===== src/rtl/phase1_pkg.sv =====
// Shared encodings and sizes for the minterm finder.
// State codes are fixed: IDLE=0, SCAN=1, EMIT=2, DONE=3.
package phase1_pkg;

  localparam int ROW_W = 4;
  localparam int ROWS  = 16;
  localparam int CNT_W = 5;

  typedef logic [1:0]       state_t;
  typedef logic [1:0]       pair_t;
  typedef logic [ROW_W-1:0] row_t;
  typedef logic [CNT_W-1:0] cnt_t;

  localparam state_t ST_IDLE = 2'd0;
  localparam state_t ST_SCAN = 2'd1;
  localparam state_t ST_EMIT = 2'd2;
  localparam state_t ST_DONE = 2'd3;

  localparam row_t LAST_ROW = row_t'(ROWS - 1);

  // A row is reported only when its {f9,f8} pair equals the target and it is enabled.
  function automatic logic row_hit(input pair_t pair, input pair_t target, input logic en);
    return en && (pair == target);
  endfunction

endpackage


===== src/rtl/minterm_finder_truth_eval.sv =====
// Combinational truth-table lookup: row {w,x,y,z} -> {f9,f8}.
module truth_eval
  import phase1_pkg::*;
#(
  parameter logic [ROWS-1:0] F8_ON = 16'h32FC,
  parameter logic [ROWS-1:0] F9_ON = 16'hB6A4
) (
  input  logic [ROW_W-1:0] i_row,
  output logic [1:0]       o_pair
);

  assign o_pair = {F9_ON[i_row], F8_ON[i_row]};

endmodule


===== src/rtl/minterm_finder.sv =====
// Scans all 16 rows of f8/f9 and reports, in ascending order, every enabled row
// whose {f9,f8} pair equals the requested target, then pulses done with the count.
//
// state | meaning
// IDLE  | ready for a request
// SCAN  | evaluating row r_row_cnt, one row per cycle
// EMIT  | holding out_row/out_valid until the consumer takes it
// DONE  | one-cycle done pulse with final match_count
module minterm_finder
  import phase1_pkg::*;
#(
  parameter logic [ROWS-1:0] F8_ON = 16'h32FC,
  parameter logic [ROWS-1:0] F9_ON = 16'hB6A4
) (
  input  logic             clk,
  input  logic             rst,
  input  logic             req_valid,
  output logic             req_ready,
  input  logic [1:0]       req_target,
  input  logic [ROWS-1:0]  req_mask,
  output logic             out_valid,
  input  logic             out_ready,
  output logic [ROW_W-1:0] out_row,
  output logic             done,
  output logic [CNT_W-1:0] match_count,
  output logic             busy
);

  state_t           r_state;
  row_t             r_row_cnt;
  pair_t            r_target;
  logic [ROWS-1:0]  r_mask;
  row_t             r_out_row;
  cnt_t             r_match_cnt;

  pair_t            w_pair;
  logic             w_hit;
  logic             w_last;

  truth_eval #(
    .F8_ON (F8_ON),
    .F9_ON (F9_ON)
  ) u_truth_eval (
    .i_row  (r_row_cnt),
    .o_pair (w_pair)
  );

  assign w_hit  = row_hit(w_pair, r_target, r_mask[r_row_cnt]);
  assign w_last = (r_row_cnt == LAST_ROW);

  always_ff @(posedge clk) begin
    if (rst) begin
      r_state     <= ST_IDLE;
      r_row_cnt   <= '0;
      r_target    <= '0;
      r_mask      <= '0;
      r_out_row   <= '0;
      r_match_cnt <= '0;
    end else begin
      case (r_state)
        ST_IDLE: begin
          if (req_valid) begin
            r_target    <= req_target;
            r_mask      <= req_mask;
            r_row_cnt   <= '0;
            r_match_cnt <= '0;
            r_state     <= ST_SCAN;
          end
        end
        ST_SCAN: begin
          if (w_hit) begin
            r_out_row <= r_row_cnt;
            r_state   <= ST_EMIT;
          end else if (w_last) begin
            r_state   <= ST_DONE;
          end else begin
            r_row_cnt <= r_row_cnt + row_t'(1);
          end
        end
        ST_EMIT: begin
          // r_row_cnt still points at the emitted row while we wait here.
          if (out_ready) begin
            r_match_cnt <= r_match_cnt + cnt_t'(1);
            if (w_last) begin
              r_state   <= ST_DONE;
            end else begin
              r_row_cnt <= r_row_cnt + row_t'(1);
              r_state   <= ST_SCAN;
            end
          end
        end
        ST_DONE: begin
          r_state <= ST_IDLE;
        end
        default: begin
          r_state <= ST_IDLE;
        end
      endcase
    end
  end

  // Handshake outputs decode the state register only, so out_ready never reaches out_valid.
  assign req_ready   = (r_state == ST_IDLE);
  assign busy        = (r_state != ST_IDLE);
  assign out_valid   = (r_state == ST_EMIT);
  assign done        = (r_state == ST_DONE);
  assign out_row     = r_out_row;
  assign match_count = r_match_cnt;

endmodule


===== config.mk =====
export PLATFORM = sky130hd
export DESIGN_NAME = minterm_finder
export DESIGN_NICKNAME = d
export VERILOG_FILES = /design/src/rtl/phase1_pkg.sv /design/src/rtl/minterm_finder_truth_eval.sv /design/src/rtl/minterm_finder.sv
export SDC_FILE = /design/constraint.sdc
export NUM_CORES = 1
export LEC_CHECK = 0
export ABC_AREA = 1
export CORE_MARGIN = 3
export CORE_UTILIZATION = 51
export DETAILED_ROUTE_END_ITERATION = 6
export MAX_ROUTING_LAYER = met4
export PLACE_DENSITY = 0.79
export SLEW_MARGIN = 20
export SYNTH_ARGS = -nofsm -noshare
export SYNTH_HDL_FRONTEND = slang
export SYNTH_SLANG_ARGS = --single-unit
export TNS_END_PERCENT = 20

===== constraint.sdc =====
create_clock -name clk -period 2.84 [get_ports clk]
set_input_delay 0.426 -clock clk [delete_from_list [all_inputs] [get_ports clk]]
set_output_delay 0.426 -clock clk [all_outputs]
set_load 0.005 [all_outputs]

; ---- After elaboration in Yosys (flattened, before gate mapping)
; Memory sizes are Yosys's and may differ from the RTL's. A register that Yosys moved wholly into a read port is not among the register bits.
; Cells that the tools add are included.
; W data, S select, Z words.
[word_totals]
register_bits = 33
rom_bits = 32
in_bits = 22
out_inout_bits = 13
word_cells = 52
mem_count = 2
[classes]
add_sub_neg = 2
magnitude_cmp = 1
n_eq_ne = 9
n_mux = 22
reduce_logical = 10
[memory_table]
columns = name, depth, word_bits, read_ports, rd_ports_with_merged_regs, wr, line_no
row1 = (name not given), 16, 1, 1, 1, 0, minterm_finder_truth_eval.sv:12  ; assign o_pair = {F9_ON[i_row], F8_ON[i_row]};
row2 = (name not given), 16, 1, 1, 1, 0, minterm_finder_truth_eval.sv:12
[op_table]
columns = cell, count
row1 = $mux W4, 8
row2 = $pmux W4 S3, 1
row3 = $mux W2, 5
row4 = $mux W5, 2
row5 = $pmux W5 S2, 1
row6 = $pmux W2 S4, 1
row7 = $reduce_and A3 Y1, 2
row8 = $add A5 B1 Y5 const B, 1
row9 = $lt A4 B5 Y1 const B, 1
row10 = $add A4 B1 Y4 const B, 1
row11 = $bmux W1 S4, 1
row12 = $eq A2 B2 Y1 const B, 2
row13 = $eq A4 B4 Y1 const B, 1
row14 = $ne A2 B2 Y1 const B, 2
row15 = $reduce_and A2 Y1, 2
row16 = $reduce_and A4 Y1, 1
row17 = $reduce_bool A2 Y1, 2
row18 = $mux W1, 3
row19 = $ne A3 B3 Y1 const B, 1
row20 = $reduce_bool A3 Y1, 1
row21 = $eq A2 B1 Y1 const B, 1
row22 = $eq A2 B2 Y1, 1
row23 = $logic_not A2 Y1, 1
row24 = $ne A2 B1 Y1 const B, 1
row25 = $logic_and A1 B1 Y1, 1

; ---- Depth between registers and ports, before layout
[depth]
ltp_word = 8
mapped_depth = 19
mapped_depth_nobuf = 18

; ---- Modules after synthesis
; Synthesis repeated with hierarchy kept, for this count alone.
[hier_totals]
hier_cells = 253
area_unflattened_um2 = 1747.9
[by_module_without_submodules]
columns = mod, instances, cells_each, area_per_inst_um2, seq_area_each_um2
row1 = minterm_finder, 1, 234, 1645.3, 660.6
row2 = truth_eval, 1, 19, 102.6, 0.0

; ---- Worst setup path after synthesis
; Ideal clock, no wire load.
[synth_path]
path_kind = register to register
from = reg r_state[0]
to = reg, netlist name u_truth_eval.o_pair[1]
setup_ns = 0.112
t_arrival_ns = 2.100
t_required_ns = 2.728
setup_slack_ns = 0.629
path_stages_with_launch = 18
path_buffers = 0
synth_period_minus_slack_ns = 2.211
cell_sequence = dfxtp_1 inv_1 ha_1 inv_1 or2_1 nand2_1 nor2_1 nand2_4 nand2_2 nand2_4 nor2_4 inv_1 ha_1 inv_1 nand2_1 nand2_1 nand2_1 nand2_1
[synth_lines]
columns = item, line_no
row1 = start: declaration, minterm_finder.sv:29  ; state_t r_state;
row2 = start signal: assignment, minterm_finder.sv:53  ; r_state <= ST_IDLE;
row3 = start signal: assignment, minterm_finder.sv:67  ; r_state <= ST_SCAN;
row4 = start signal: assignment, minterm_finder.sv:73  ; r_state <= ST_EMIT;

==> flow_summary.ini <==
[sta]
setup_viol = 0
fin_crit_ns = 2.47
totalNegativeSetupSlack_ns = 0
slew_headroom_pct = 69.3
worstMarginPinSlew_ns = 0.459
post-route-period-util_pct = 87.1
max_freq_ghz = 0.404
hold_viol = 0
slew_violations = 0
rsz0062_at_grt = no
fin_skew_ns = 0.00811

[grt]
met1_usage_pct = 25.0
grt_pass1_wl_mm = 6.94
grt_usage_pct = 20.9
grt_max_degree = 35
grtUsageMet2_pct = 33.9
grt_overflow = 0
busiest_layer = met2
grt_pass1_vias = 1616
antenna_found_initial = 0
met3_usage_pct = 4.08

[yosys]
yosysTopAreaCellShare_pct = 38.2
syn_area_per_cell_sq_um = 7.25
syn_area_sq_um = 1830
async_flop_share_pct = 0
ys_seq_area_share_pct = 38.2
synth_edf_count = 0
syn_inst = 253
synth_ff_type = dfxtp_1
synth_area_leader_cell = dfxtp_1
synth-seq-cells = 35
synth_nets = 284
synth_commonest_cells = nand2_1 (40), inv_1 (36), dfxtp_1 (35)
ys_types = 30
yosysMostFrequentCell = nand2_1
yosysWarnings = 0
synth_area_leaders = dfxtp_1 (38%), nand2_1 (8.2%), inv_1 (7.4%)

[clock_tree]
clock_sinks = 35
insertion_delay_ns = 0.33
root_buffer = clkbuf_4
cts-resized-gates = 0
clk_path_buf_depth = 2
clk_pin_slew_ns = 0.10
cts_made_buffers = 5
cts_tree = built
htree_levels = 2
cts_setup_buffers = 0
cts_hold_buf = 0

[pwr]
leakage_nw = 1.01
p_per_area_nw_per_um2 = 925
ir_drop_v = 0.000592
total_power_mw = 2.10

[final_layout]
drive_gt1_share_pct = 9.62
syn_to_final_growth_pct = 23.6
ff_latch_area_sq_um = 701
fillers = 315
nets = 321
multi_input_area_sq_um = 948
diodes = 0
final_area_sq_um = 2270

[floorplan]
core_area_sq_um = 3390
die-height_microns = 66.0
start_util_pct = 54.1
io_pins = 35
rows = 21
dieArea_sq_um = 4350
fp.dieW_microns = 66.0

[worst_setup_path]
cp_slowest_cell = dfxtp_1
cp.required_ns = 3.07
crit_chain = inv_1 -> ha_1 -> inv_1 -> or2_1 -> nand2_1 -> nor2_1 -> nand2_4 -> nand2_1 -> nand2_1 -> nand2_1 -> inv_1 -> ha_1 -> inv_1 -> nand2_1 -> nand2_1 -> nand2_1 -> nand2_1
end_kind = flop
crit_arrival_ns = 2.71
worst_r2r_path_depth = 17
crit_type = reg2reg
cp-start-kind = flop
worst-path-stages = 17
cpPeakStageDelay_ns = 0.40
critPathMostFrequentCell = nand2_1
crit_buf_inv = 4
path_max_fanout = 6
crit_family = simple AND/OR/NAND/NOR gates

[detailed_routing]
drc = 0
wl_per_cell_microns = 11.4
drt-total-wl_mm = 3.84
drtIter0Drc = 67
dr.pass1.iters = 4
vias_per_cell = 4.97
dr_total_vias = 1675
antenna_left = 0

[placed_design]
dpl_cell_area_sq_um = 2220
post-dp-hpwl_mm = 2.93
gp_congestion = 0.902
port_buffers = 34

[hold_path]
holdPathStages = 2
hold_path.class = reg2reg

[status]
status = completed

[flow_run]
drv_cap = 0
sequential cells by signal, indices dropped and copies added, names as in the netlist:
name / flops
match_count: 5
r_mask: 16
r_row_cnt: 4
r_target: 2
r_state: 2
out_row: 4
u_truth_eval.o_pair: 2
routing by layer:
| metal | vias to the layer above | wire (microns) |
|---|---|---|
| met1 | 740 | 1770 |
| met5 | - | 0 |
| met4 | 0 | 99 |
| li1 | 886 | - |
| met2 | 41 | 1770 |
| met3 | 8 | 200 |
logic make-up (layout without fill, tap and decap cells):
logic type | count (synthesis) | count (layout) | share of synthesized area, %
AO/OA/AOI/OAI | 57 | 57 | 16.2
XOR/XNOR | 4 | 4 | 1.91
adder cells (fa/ha/maj) | 9 | 9 | 6.14
buffers and inverters | 46 | 84 | 10.0
flip-flops | 35 | 35 | 38.2
AND/OR/NAND/NOR | 102 | 102 | 27.5
worst register-to-register path, stage by stage (launching register included):
cell and delay (ns):
dfxtp_1 0.40, inv_1 0.12, ha_1 0.27, inv_1 0.10
or2_1 0.10, nand2_1 0.09, nor2_1 0.38, nand2_4 0.12
nand2_1 0.08, nand2_1 0.07, nand2_1 0.11, inv_1 0.06
ha_1 0.26, inv_1 0.03, nand2_1 0.05, nand2_1 0.05
nand2_1 0.05, nand2_1 0.06
metrics by stage:
step           std cells  utilization [%]  hold slack, ns  setup slack (ns)
6_report             337             66.9           0.459             0.367
5_1_grt              337             66.9           0.476            0.0500
4_1_cts              337             66.9           0.465             0.365
3_5_place_dp         329             65.4           0.450             0.338
3_3_place_gp         329             65.4           0.441             0.416
2_1_floorplan        253                -           0.425             0.629
where the power goes:
part / total [mW] / internal, mW / switching [mW]
logic: 1.13 / 0.433 / 0.698
clock network: 0.253 / 0.0965 / 0.157
registers: 0.711 / 0.620 / 0.0909
total: 2.10 / 1.15 / 0.946
placed cells by master, fill, tap and decap left out, types with 2 or more instances in the layout:
cell type / count
nor2_1: 20
o21ai_0: 27
inv_2: 3
clkbuf_4: 5
nor3_1: 2
nand2_1: 40
nand3_1: 22
nand3_2: 5
dfxtp_1: 35
ha_1: 9
nand2_2: 4
clkbuf_1: 2
a21oi_1: 25
clkdlybuf4s50_1: 34
buf_4: 3
inv_1: 36
xor2_1: 3
nand2_4: 2
worst paths after layout:
path | to | slack [ns] | from
worst max register to register | u_truth_eval.o_pair[1]$_DFF_P_ | 0.37 | r_state[0]$_SDFFE_PP0P_
worst min register to register | r_mask[0]$_SDFFE_PP0P_ | 0.46 | r_mask[0]$_SDFFE_PP0P_
worst min-delay path | r_mask[0]$_SDFFE_PP0P_ | 0.46 | r_mask[0]$_SDFFE_PP0P_
worst max-delay path | u_truth_eval.o_pair[1]$_DFF_P_ | 0.37 | r_state[0]$_SDFFE_PP0P_
layout make-up:
class / count / share of cell area [%]
repair buffers: 37 / 16.0
clock buffers: 7 / 1.99
well taps: 46 / 2.54
clock inverters: 1 / 0.221
multi-input cells: 172 / 41.9
inverters: 39 / 6.46
flip-flops and latches: 35 / 30.9
Power figures use the tool's default switching activity.
